### config.mk
export PLATFORM = sky130hd
export DESIGN_NAME = fifo_sync_prog
export DESIGN_NICKNAME = d
export VERILOG_FILES = /design/src/rtl/fifo_sync_prog.sv
export SDC_FILE = /design/constraint.sdc
export NUM_CORES = 1
export LEC_CHECK = 0
export ABC_AREA = 1
export CORE_MARGIN = 2
export CORE_UTILIZATION = 50
export CTS_BUF_LIST = sky130_fd_sc_hd__clkbuf_2 sky130_fd_sc_hd__clkbuf_4 sky130_fd_sc_hd__clkbuf_8
export DETAILED_ROUTE_END_ITERATION = 7
export PLACE_DENSITY = 0.71
export REMOVE_ABC_BUFFERS = 1
export SETUP_SLACK_MARGIN = 0.15
export SLEW_MARGIN = 40
export SYNTH_ARGS = -nofsm -noshare
export SYNTH_HDL_FRONTEND = slang
export SYNTH_SLANG_ARGS = --single-unit
### constraint.sdc
create_clock -name clk -period 4.8 [get_ports clk]
set_input_delay 1.44 -clock clk [delete_from_list [all_inputs] [get_ports clk]]
set_output_delay 1.44 -clock clk [all_outputs]
set_load 0.005 [all_outputs]
### src/rtl/fifo_sync_prog.sv
// Single-clock synchronous FIFO with programmable almost-full/almost-empty thresholds,
// sticky overflow/underflow flags, exact occupancy and optional first-word-fall-through.
module fifo_sync_prog #(
    parameter int unsigned DATA_WIDTH = 8,
    parameter int unsigned ADDR_WIDTH = 3,
    parameter int unsigned FWFT       = 0
) (
    input  logic                  clk,
    input  logic                  reset_n,
    input  logic                  push,
    input  logic [DATA_WIDTH-1:0] datain,
    input  logic                  pop,
    output logic [DATA_WIDTH-1:0] dataout,
    output logic                  dout_valid,
    input  logic [ADDR_WIDTH:0]   afull_thresh,
    input  logic [ADDR_WIDTH:0]   aempty_thresh,
    input  logic                  clr_err,
    output logic [ADDR_WIDTH:0]   fifo_depth,
    output logic                  fifo_full,
    output logic                  fifo_empty,
    output logic                  fifo_afull,
    output logic                  fifo_aempty,
    output logic                  fifo_overflow,
    output logic                  fifo_underflow
);

    localparam int unsigned          DEPTH     = 1 << ADDR_WIDTH;
    localparam logic [ADDR_WIDTH:0]  DEPTH_CNT = (ADDR_WIDTH + 1)'(DEPTH);
    localparam logic [ADDR_WIDTH:0]  PTR_ONE   = (ADDR_WIDTH + 1)'(1);

    logic [DATA_WIDTH-1:0] mem [DEPTH];

    logic [ADDR_WIDTH:0] wr_ptr_q, wr_ptr_d;
    logic [ADDR_WIDTH:0] rd_ptr_q, rd_ptr_d;
    logic [ADDR_WIDTH:0] depth_q, depth_d;

    logic full_q, full_d;
    logic empty_q, empty_d;
    logic afull_q, afull_d;
    logic aempty_q, aempty_d;
    logic ovf_q, ovf_d;
    logic udf_q, udf_d;

    logic [DATA_WIDTH-1:0] dataout_q;
    logic                  dout_valid_q;

    logic ptr_full, ptr_empty;
    logic push_acc, pop_acc;
    logic ovf_event, udf_event;

    // Extra wrap bit on each pointer distinguishes full from empty when the indices match.
    assign ptr_empty = (wr_ptr_q == rd_ptr_q);
    assign ptr_full  = (wr_ptr_q[ADDR_WIDTH] != rd_ptr_q[ADDR_WIDTH]) &&
                       (wr_ptr_q[ADDR_WIDTH-1:0] == rd_ptr_q[ADDR_WIDTH-1:0]);

    // A pop on a full FIFO frees the slot the same cycle, so the push is still taken.
    assign push_acc  = push & (~ptr_full | pop);
    assign pop_acc   = pop & ~ptr_empty;

    assign ovf_event = push & ptr_full & ~pop;
    assign udf_event = pop & ptr_empty;

    always_comb begin
        wr_ptr_d = wr_ptr_q;
        rd_ptr_d = rd_ptr_q;
        depth_d  = depth_q;
        if (push_acc) begin
            wr_ptr_d = wr_ptr_q + PTR_ONE;
        end
        if (pop_acc) begin
            rd_ptr_d = rd_ptr_q + PTR_ONE;
        end
        case ({push_acc, pop_acc})
            2'b10:   depth_d = depth_q + PTR_ONE;
            2'b01:   depth_d = depth_q - PTR_ONE;
            default: depth_d = depth_q;
        endcase
    end

    // Status flags come from the next-state depth so they line up with fifo_depth.
    always_comb begin
        full_d   = (depth_d == DEPTH_CNT);
        empty_d  = (depth_d == '0);
        afull_d  = (depth_d >= afull_thresh);
        aempty_d = (depth_d <= aempty_thresh);
        ovf_d    = ovf_event | (ovf_q & ~clr_err);
        udf_d    = udf_event | (udf_q & ~clr_err);
    end

    always_ff @(posedge clk or negedge reset_n) begin
        if (!reset_n) begin
            wr_ptr_q <= '0;
            rd_ptr_q <= '0;
            depth_q  <= '0;
            full_q   <= 1'b0;
            empty_q  <= 1'b1;
            afull_q  <= 1'b0;
            aempty_q <= 1'b1;
            ovf_q    <= 1'b0;
            udf_q    <= 1'b0;
        end else begin
            wr_ptr_q <= wr_ptr_d;
            rd_ptr_q <= rd_ptr_d;
            depth_q  <= depth_d;
            full_q   <= full_d;
            empty_q  <= empty_d;
            afull_q  <= afull_d;
            aempty_q <= aempty_d;
            ovf_q    <= ovf_d;
            udf_q    <= udf_d;
        end
    end

    always_ff @(posedge clk) begin
        if (push_acc) begin
            mem[wr_ptr_q[ADDR_WIDTH-1:0]] <= datain;
        end
    end

    if (FWFT != 0) begin : g_fwft
        logic [ADDR_WIDTH-1:0] head_idx;
        logic [DATA_WIDTH-1:0] head_word;

        // The word being written this cycle is the next head only when it lands on
        // rd_ptr_d, i.e. the FIFO is otherwise empty afterwards; bypass the array then.
        always_comb begin
            head_idx  = rd_ptr_d[ADDR_WIDTH-1:0];
            head_word = mem[head_idx];
            if (push_acc && (wr_ptr_q[ADDR_WIDTH-1:0] == head_idx)) begin
                head_word = datain;
            end
        end

        always_ff @(posedge clk or negedge reset_n) begin
            if (!reset_n) begin
                dataout_q    <= '0;
                dout_valid_q <= 1'b0;
            end else begin
                if (depth_d != '0) begin
                    dataout_q <= head_word;
                end
                dout_valid_q <= (depth_d != '0);
            end
        end
    end else begin : g_std
        always_ff @(posedge clk or negedge reset_n) begin
            if (!reset_n) begin
                dataout_q    <= '0;
                dout_valid_q <= 1'b0;
            end else begin
                if (pop_acc) begin
                    dataout_q <= mem[rd_ptr_q[ADDR_WIDTH-1:0]];
                end
                dout_valid_q <= pop_acc;
            end
        end
    end

    assign dataout        = dataout_q;
    assign dout_valid     = dout_valid_q;
    assign fifo_depth     = depth_q;
    assign fifo_full      = full_q;
    assign fifo_empty     = empty_q;
    assign fifo_afull     = afull_q;
    assign fifo_aempty    = aempty_q;
    assign fifo_overflow  = ovf_q;
    assign fifo_underflow = udf_q;

endmodule
* Word-level counts from Yosys, hierarchy flattened
Memory sizes are Yosys's and may differ from the RTL's. A register that Yosys moved wholly into a read port is not among the register bits.
Index checks and enable logic that the tools add are counted.
** Word-level totals
- Flip-flop bits (word level) :: 19
- Bits in latches :: 0
- Bits in writable memories :: 64
- ROM bits :: 0
- Bits of input ports :: 21
- Logic and storage cells :: 43
- Memories kept :: 1
** Cells by class
- Add/sub/neg operators :: 4
- Multiply operators :: 0
- Div/mod/pow operators :: 0
- Order comparisons :: 2
- Equal/unequal tests :: 6
- Shift operators :: 0
- Muxes and demuxes :: 3
- Bitwise gates (word level) :: 14
- Reduce and logical (&&, ||, !) cells :: 3
** Memory list
- mem :: depth 8, bits a word 8, read ports 1, clocked after memory_dff 1, wr ports 1, RTL line 31 : logic [DATA_WIDTH-1:0] mem [DEPTH];
** Operators with widths (number)
- adder 4 x 1 -> 4 bit (second input constant) :: 3
- one-hot mux 4 bit (2 select lines) :: 1
- AND 1 bit :: 7
- equality test 4 bit :: 1
- equality test 4 bit (second input constant) :: 1
- greater-or-equal comparator 4 bit :: 1
- <= comparator 4 bit :: 1
- zero test 4 bit :: 1
- NOT 1 bit :: 4
- subtractor 4 x 1 -> 4 bit (second input constant) :: 1
- equality test 3 bit :: 1
- bitwise OR 1 bit :: 3
- equality test 2 x 1 -> 1 bit (second input constant) :: 1
- equality test 2 bit (second input constant) :: 1
- two-way mux 1 bit :: 2
- logical AND 1 bit :: 1
- zero test 1 bit :: 1
- != test 1 bit :: 1

* Logic depth before layout (Yosys ltp)
Gate-level depths: netlist of run 1.
- Word-level depth :: 8
- Gate-level depth with buffers :: 22

* Worst setup path before layout of run 1
No wires, ideal clock.
- Path kind :: input to register
- From :: input port pop
- To :: register afull_q, in the netlist fifo_afull
- Arrival time :: 3.363 ns
- Required time :: 4.684 ns
- Slack :: 1.320 ns
- Cell stages on the path :: 16
- Path buffers :: 1
- Cells stage by stage :: inv_1 -> a21oi_4 -> buf_6 -> ha_1 -> nor2_1 -> nor2_1 -> ha_1 -> nand2_1 -> nand2_1 -> ha_1 -> a21oi_1 -> nand3_1 -> nand2_1 -> o21ai_0 -> nand2_1 -> nand2_1
** Between the ends
- Elaborated cells on any way between the ends :: 7
- Those cells by class :: order compare: 1; eq/ne: 2; mux: 1; bitwise: 3
** RTL lines
- start, declared :: RTL line 12 : input logic pop,
- AND 1 bit (*) :: RTL line 58 : assign pop_acc = pop & ~ptr_empty;
- net pop_acc :: RTL line 48 : logic push_acc, pop_acc;
- equality test 2 x 1 -> 1 bit / equality test 2 bit (equally long branches) :: RTL line 73 : case ({push_acc, pop_acc})
- one-hot mux 4 bit (2 select lines) (*) :: RTL line 73
- net depth_d[1] :: RTL line 35 : logic [ADDR_WIDTH:0] depth_q, depth_d;
- greater-or-equal comparator 4 bit (*) :: RTL line 84 : afull_d = (depth_d >= afull_thresh);
- net afull_d :: RTL line 39 : logic afull_q, afull_d;
- end signal, assigned :: RTL line 107 : afull_q <= afull_d;
- end, declared :: RTL line 39
Mark *: on every way through the listed nets, which the timed path passes. The rest lies on a longest branch.
A chain may end at the register's enable or synchronous reset.

* Worst setup path after layout of run 1
- From :: input port pop
- To :: register afull_q, in the netlist fifo_afull
** Between the ends
- Longest elaborated chain between the ends :: 5
- Elaborated cells on any way between the ends :: 7
- Those cells by class :: order compare: 1; eq/ne: 2; mux: 1; bitwise: 3
** Ends and longest elaborated chain
- bitwise OR 1 bit :: RTL line 57 : assign push_acc = push & (~ptr_full | pop);
- AND 1 bit :: RTL line 57
- equality test 2 x 1 -> 1 bit / equality test 2 bit (equally long branches) :: RTL line 73
- one-hot mux 4 bit (2 select lines) (*) :: RTL line 73
- net depth_d[1] :: RTL line 35
- greater-or-equal comparator 4 bit (*) :: RTL line 84
- net afull_d :: RTL line 39
Marked as above.

==> results.py, run 1 <==
metrics = {
    "synth": {
        "synth_seq_cells": 91,
        "synth_area_leader_cell": "edfxtp_1",
        "syn_area_per_cell_um2": 11.21,
        "synthTopCellsByArea": "edfxtp_1, dfrtp_1, nand2_1",
        "yosysTopAreaCellShare_pct": 47.88,
        "netlist_instances": 358,
        "synthesis.area_um2": 4014,
        "ys_seq_area_share_pct": 64.78,
        "synth_cell_types": 30,
        "yosys_warnings": 0,
    },
    "global_route": {
        "first_global_vias": 2670,
        "grt_first_pass_wirelength_um": 12970,
        "grt_max_degree": 38,
        "grt_antenna_before_repair": 0,
        "grt_overflow_total": 0,
        "grt.total_usage_pct": 20.00,
    },
    "drt": {
        "route.detailed.drc": 0,
        "via_count": 2680,
        "drtIter0Drc": 206,
        "avgRoutedWirePerCell_um": 15.60,
        "firstDrtPassIters": 4,
        "wl_um": 7909,
        "via_per_inst": 5.286,
        "ant_nets": 0,
    },
    "setup_path": {
        "rrSetupSlack_ns": 1.57,
        "setup.worst_path.end_class": "register",
        "r2r_start": "rd_ptr_q[2]",
        "cp.required_ns": 5.05,
        "r2r-end": "fifo_afull",
        "startpoint": "pop",
        "cp.arrival_ns": 4.10,
        "path_class": "in -> reg",
        "r2r_cells": 16,
        "cp-endpoint": "fifo_afull",
        "critPathLaunchType": "input pin",
        "worstPathMaxFanout": 10,
    },
    "timing": {
        "fmax_ghz": 0.2596,
        "relSlewSlack_pct": 59.28,
        "finalCriticalPeriod_ns": 3.852,
        "grt_setup_unrepaired": "no",
        "whs_ns": 0.4935,
        "final.setup.tns_ns": 0,
        "hold_viol_final": 0,
        "setup_viol": 0,
        "report.final.slew_viol_count": 0,
        "clock_skew_ns": 0.007203,
        "tightest_slew_ns": 0.6102,
        "post-route-period-util_pct": 80.26,
    },
    "final_layout": {
        "layout.cells.non_filler": 507,
        "layout_common_cells": "edfxtp_1, nand2_1, clkdlybuf4s50_1, o21ai_0, nor2_1",
        "final_common_cell": "edfxtp_1",
        "seq_area_um2": 2600,
        "drive_gt1_share_pct": 9.630,
        "postLayoutCellArea_um2": 4698,
        "antenna_cells": 0,
        "fillers": 631,
        "fin_nets": 431,
        "multiInputGateArea_um2": 1221,
        "synthToLayoutAreaGrowth_pct": 17.05,
    },
    "run_status": {
        "run_status": "finished clean",
    },
    "placed_design": {
        "place.gp.congestion": 0.7833,
        "dpl.cell_count": 491,
        "port-buffer-count": 39,
        "dp_hpwl_um": 4934,
        "post_dp_cell_area_um2": 4497,
    },
    "cts": {
        "clk_path_buf_depth": 2,
        "cts_tree": "done",
        "cts_resized": 0,
        "cts-htree-levels": 3,
        "hold_buffers": 0,
        "cts_root_buf": "clkbuf_8",
        "numCtsBuffers": 9,
        "clkLatencyLatePin_ns": 0.35,
        "post-cts-setup-buffer-count": 0,
        "clock-sinks": 91,
        "clkTransAtPathRegs_ns": 0.09,
    },
    "die": {
        "start_util_pct": 51.68,
        "die_width_um": 93.60,
        "die_height_um": 93.60,
        "core_area_um2": 7767,
        "die_area_um2": 8760,
        "io_pins": 40,
        "rows": 32,
    },
    "worst_hold_path": {
        "min-delay-path-class": "reg -> reg",
    },
    "power_and_ir_drop": {
        "vdd_drop_max_mv": 0.3020,
        "pwr_density_cell_nw_per_um2": 614.8,
        "p_leak_uw": 0.001825,
    },
    "job": {
        "max_cap_viol_count": 0,
    },
}
## area by class of cell
class,instances,share of cell area (%)
tap,102,2.716
timing repair buffer,44,9.108
clock inverter,6,1.358
multi-input combinational,222,25.99
sequential,91,55.34
clock buffer,10,2.929
inverter,32,2.557
## report_power, final
part	total, µW	switching [µW]	internal, µW	leakage [µW]
sequential	1160	123	1040	0.000901
clock	520	265	255	0.000100
combinational	1210	718	492	0.000824
## worst max-delay path, stage by stage
cell	delay, ns
clkdlybuf4s50_1	0.47
inv_1	0.09
a21oi_4	0.31
ha_1	0.34
nor2_1	0.07
nor2_1	0.15
ha_1	0.25
nand2_1	0.09
nand2_1	0.10
ha_1	0.28
a21oi_1	0.17
nand3_1	0.09
nand2_1	0.06
o21ai_0	0.08
nand2_1	0.07
nand2_1	0.04
## worst min-delay path by stage
stage | start | endpoint | slack, ns | cells past startpoint
6_report | dataout[1] | dataout[1] | 0.49 | 1
5_1_grt | dataout[2] | dataout[2] | 0.52 | 1
4_1_cts | dataout[1] | dataout[1] | 0.50 | 1
3_5_place_dp | dataout[1] | dataout[1] | 0.48 | 1
3_3_place_gp | dataout[1] | dataout[1] | 0.47 | 1
2_1_floorplan | dataout[0] | dataout[0] | 0.49 | 1
## through the flow
| step | total power (µW) | setup slack, ns | utilization, % |
|---|---|---|---|
| CTS | 2902 | 0.9499 | 60.49 |
| detailed placement | 2387 | 0.5822 | 57.89 |
| global placement | 2349 | 0.6478 | 57.80 |
| global route | 3112 | 0.6763 | 60.49 |
| finish | 2889 | 0.9477 | 60.49 |
| floorplan | 1934 | 1.146 | - |
## routing by layer
layer	vias to the layer above	track usage, %	part of all wire (%)
met2	90	32.55	49
met1	1265	26.09	42
met3	11	3.948	7.1
met4	0	9.058	1.3
li1	1314	-	-
met5	-	0	0
## synthesized netlist by cell type
master and count:
edfxtp_1 64, nand2_1 61, nor2_1 40, o21ai_0 38
inv_1 30, dfrtp_1 25, nand3_1 21, o22ai_1 17
ha_1 10, o21a_1 8, buf_2 7, nand4_1 4
nor2_2 4, xnor2_1 4, a21oi_1 3, xor2_1 3
buf_4 2, buf_6 2, clkbuf_1 2, dfstp_2 2
xor2_2 2, a21oi_4 1, clkinv_1 1, inv_2 1
nand2_4 1, nand3_4 1, nor2_4 1, o21bai_1 1
or2_4 1, xnor2_2 1
## state kept, by name (all words and copies together), names as in the netlist
register        cells
dataout             8
dout_valid          1
fifo_aempty         1
fifo_afull          1
fifo_depth          4
fifo_empty          1
fifo_full           1
fifo_overflow       1
fifo_underflow      1
mem                64
rd_ptr_q            4
wr_ptr_q            4
## cells by family (layout without fill, tap and decap cells)
group                      Yosys count  count (layout)  share of synthesized area [%]
adders and majority gates           10              10                          3.117
buffers and inverters               45              92                          4.987
and+or+nand+nor                    134             134                          14.53
xor gates and xnor gates            10              10                          2.743
DFF                                 91              91                          64.78
AOI/OAI and AO/OA                   68              68                          9.850
(Power assumes the default switching activity.)
==> run 2: changes to the inputs <==
- clock period: 4.8 -> 3.9 ns (I/O delays scaled with it)
==> run 2 against run 1 <==
Flip-flop and latch count unchanged. Via count up 0.86%. Largest power group unchanged. Clock skew up 0.0049 ns. Register-to-register slack worse by 0.64 ns. Global-route usage down 0.28 points. Count of clock-buffer cells in the layout unchanged. Worst setup slack worse by 0.52 ns. Utilization up 0.32 points.
==> results.py, run 2 (synthesis gave the netlist of run 1 again) <==
metrics = {
    "run_status": {
        "run_status": "finished clean",
    },
    "timing": {
        "tightest_slew_ns": 0.5761,
        "grt_setup_unrepaired": "no",
        "setup_ws_ns": 0.4290,
        "post-route-period-util_pct": 89.00,
        "fmax_ghz": 0.2881,
        "relSlewSlack_pct": 61.55,
        "setup_viol": 0,
        "finalCriticalPeriod_ns": 3.471,
        "report.final.slew_viol_count": 0,
        "final.setup.tns_ns": 0,
        "clock_skew_ns": 0.01214,
        "hold_viol_final": 0,
    },
    "setup_path": {
        "crit_top_cell": "nand2_1",
        "setup.worst_path.end_class": "register",
        "critPathLaunchType": "input pin",
        "path_cells": "clkdlybuf4s50_1 -> inv_1 -> nand3_4 -> nand2_4 -> ha_1 -> nand2_1 -> inv_1 -> nor2_1 -> ha_1 -> nand2_1 -> nand2_1 -> ha_1 -> a21oi_1 -> nand3_1 -> nand2_1 -> o21ai_0 -> nand2_1 -> nand2_1",
        "cp.arrival_ns": 3.71,
        "crit_path_max_incr_delay_ns": 0.42,
        "cp_num_buf_inv": 3,
        "cp.required_ns": 4.14,
        "critPathSlowestCell": "clkdlybuf4s50_1",
        "critical-path-top-delay-family": "adder cells",
        "worstPathMaxFanout": 8,
        "path_class": "in -> reg",
    },
    "die": {
        "core_area_um2": 7767,
        "die_height_um": 93.60,
        "die_area_um2": 8760,
        "rows": 32,
        "start_util_pct": 51.68,
        "io_pins": 40,
        "die_width_um": 93.60,
    },
    "worst_hold_path": {
        "min-delay-path-class": "reg -> reg",
    },
    "power_and_ir_drop": {
        "p_comb_share_pct": 42.3,
        "internal_power_uw": 2204,
        "p_sw_share_pct": 38.00,
        "pwr-share-seq_pct": 39.6,
        "pwr_density_cell_nw_per_um2": 752.7,
        "clkPwrFrac_pct": 18.1,
        "vdd_drop_max_mv": 0.3876,
        "switchingPower_uw": 1351,
        "p_leak_uw": 0.001847,
        "p_total_uw": 3555,
    },
    "cts": {
        "clock-sinks": 91,
        "post-cts-setup-buffer-count": 0,
        "cts_root_buf": "clkbuf_8",
        "clkLatencyLatePin_ns": 0.35,
        "cts-htree-levels": 3,
        "numCtsBuffers": 9,
        "cts_resized": 0,
        "cts_tree": "done",
        "clkTransAtPathRegs_ns": 0.09,
        "hold_buffers": 0,
        "clk_path_buf_depth": 2,
    },
    "global_route": {
        "grt_antenna_before_repair": 0,
        "grt.total_usage_pct": 19.72,
        "grt_overflow_total": 0,
        "grt_max_degree": 37,
        "first_global_vias": 2696,
        "grt_first_pass_wirelength_um": 12900,
    },
    "final_layout": {
        "utilization_pct": 60.81,
        "synthToLayoutAreaGrowth_pct": 17.67,
        "antenna_cells": 0,
        "drive_gt1_share_pct": 10.02,
        "fin_nets": 435,
        "fillers": 647,
        "layout_common_cells": "edfxtp_1, nand2_1, nor2_1, clkdlybuf4s50_1, o21ai_0",
        "final_common_cell": "edfxtp_1",
        "multiInputGateArea_um2": 1214,
        "largest_reg_flops": 64,
        "seq_area_um2": 2600,
        "layout.cells.non_filler": 511,
    },
    "drt": {
        "via_count": 2703,
        "route.detailed.drc": 0,
        "wl_um": 7857,
        "ant_nets": 0,
        "via_per_inst": 5.290,
        "avgRoutedWirePerCell_um": 15.38,
        "drtIter0Drc": 130,
        "firstDrtPassIters": 4,
    },
    "placed_design": {
        "dpl.cell_count": 495,
        "dp_worst_setup_slack_ns": 0.07812,
        "dp_hpwl_um": 4956,
        "port-buffer-count": 39,
        "place.gp.congestion": 0.8310,
    },
    "job": {
        "max_cap_viol_count": 0,
    },
}
[run 2: cell count changes in the layout (fill, tap and decap cells not counted), sizes merged]
| cell | before | now |
|---|---|---|
| buf | 5 | 9 |
| inv | 32 | 33 |
| clkinv | 4 | 3 |
[run 2: cell type report]
| class | count | area share, % |
|---|---|---|
| well taps | 102 | 2.702 |
| multi-input cells | 222 | 25.70 |
| flip-flops and latches | 91 | 55.05 |
| repair buffers | 48 | 9.695 |
| clock buffers | 10 | 2.781 |
| clock inverters | 6 | 1.536 |
| inverters | 32 | 2.543 |
[run 2: worst paths after layout]
kind,from,end,slack [ns],cells past startpoint
min in group asynchronous,reset_n,dataout[3],1.19,2
worst max register to register,wr_ptr_q[0],fifo_afull,0.93,19
worst min-delay path,dataout[1],dataout[1],0.49,1
worst max-delay path,pop,fifo_afull,0.43,18
max in group asynchronous,reset_n,fifo_empty,2.38,2
worst min register to register,dataout[1],dataout[1],0.49,1
[run 2: layer usage]
| layer | GRT usage [%] | routed length, µm |
|---|---|---|
| met1 | 25.23 | 3487 |
| met2 | 32.85 | 3862 |
| met5 | 0 | 0 |
| met3 | 4.271 | 415 |
| met4 | 7.971 | 91 |
[run 2: per-stage QoR]
| stage | hold WS, ns | area (µm²) |
|---|---|---|
| finish | 0.4914 | 4723 |
| global route | 0.5260 | 4723 |
| CTS | 0.4992 | 4723 |
| detailed placement | 0.4807 | 4519 |
| global placement | 0.4739 | 4519 |
| floorplan | 0.4877 | 3934 |
[run 2: power groups by stage]
stage               clock network (µW)  logic [µW]  registers (µW)
floorplan                            0         915            1470
global placement                     0        1480            1430
detailed placement                   0        1510            1430
CTS                                653        1520            1410
global route                       697        1720            1430
finish                             643        1500            1410
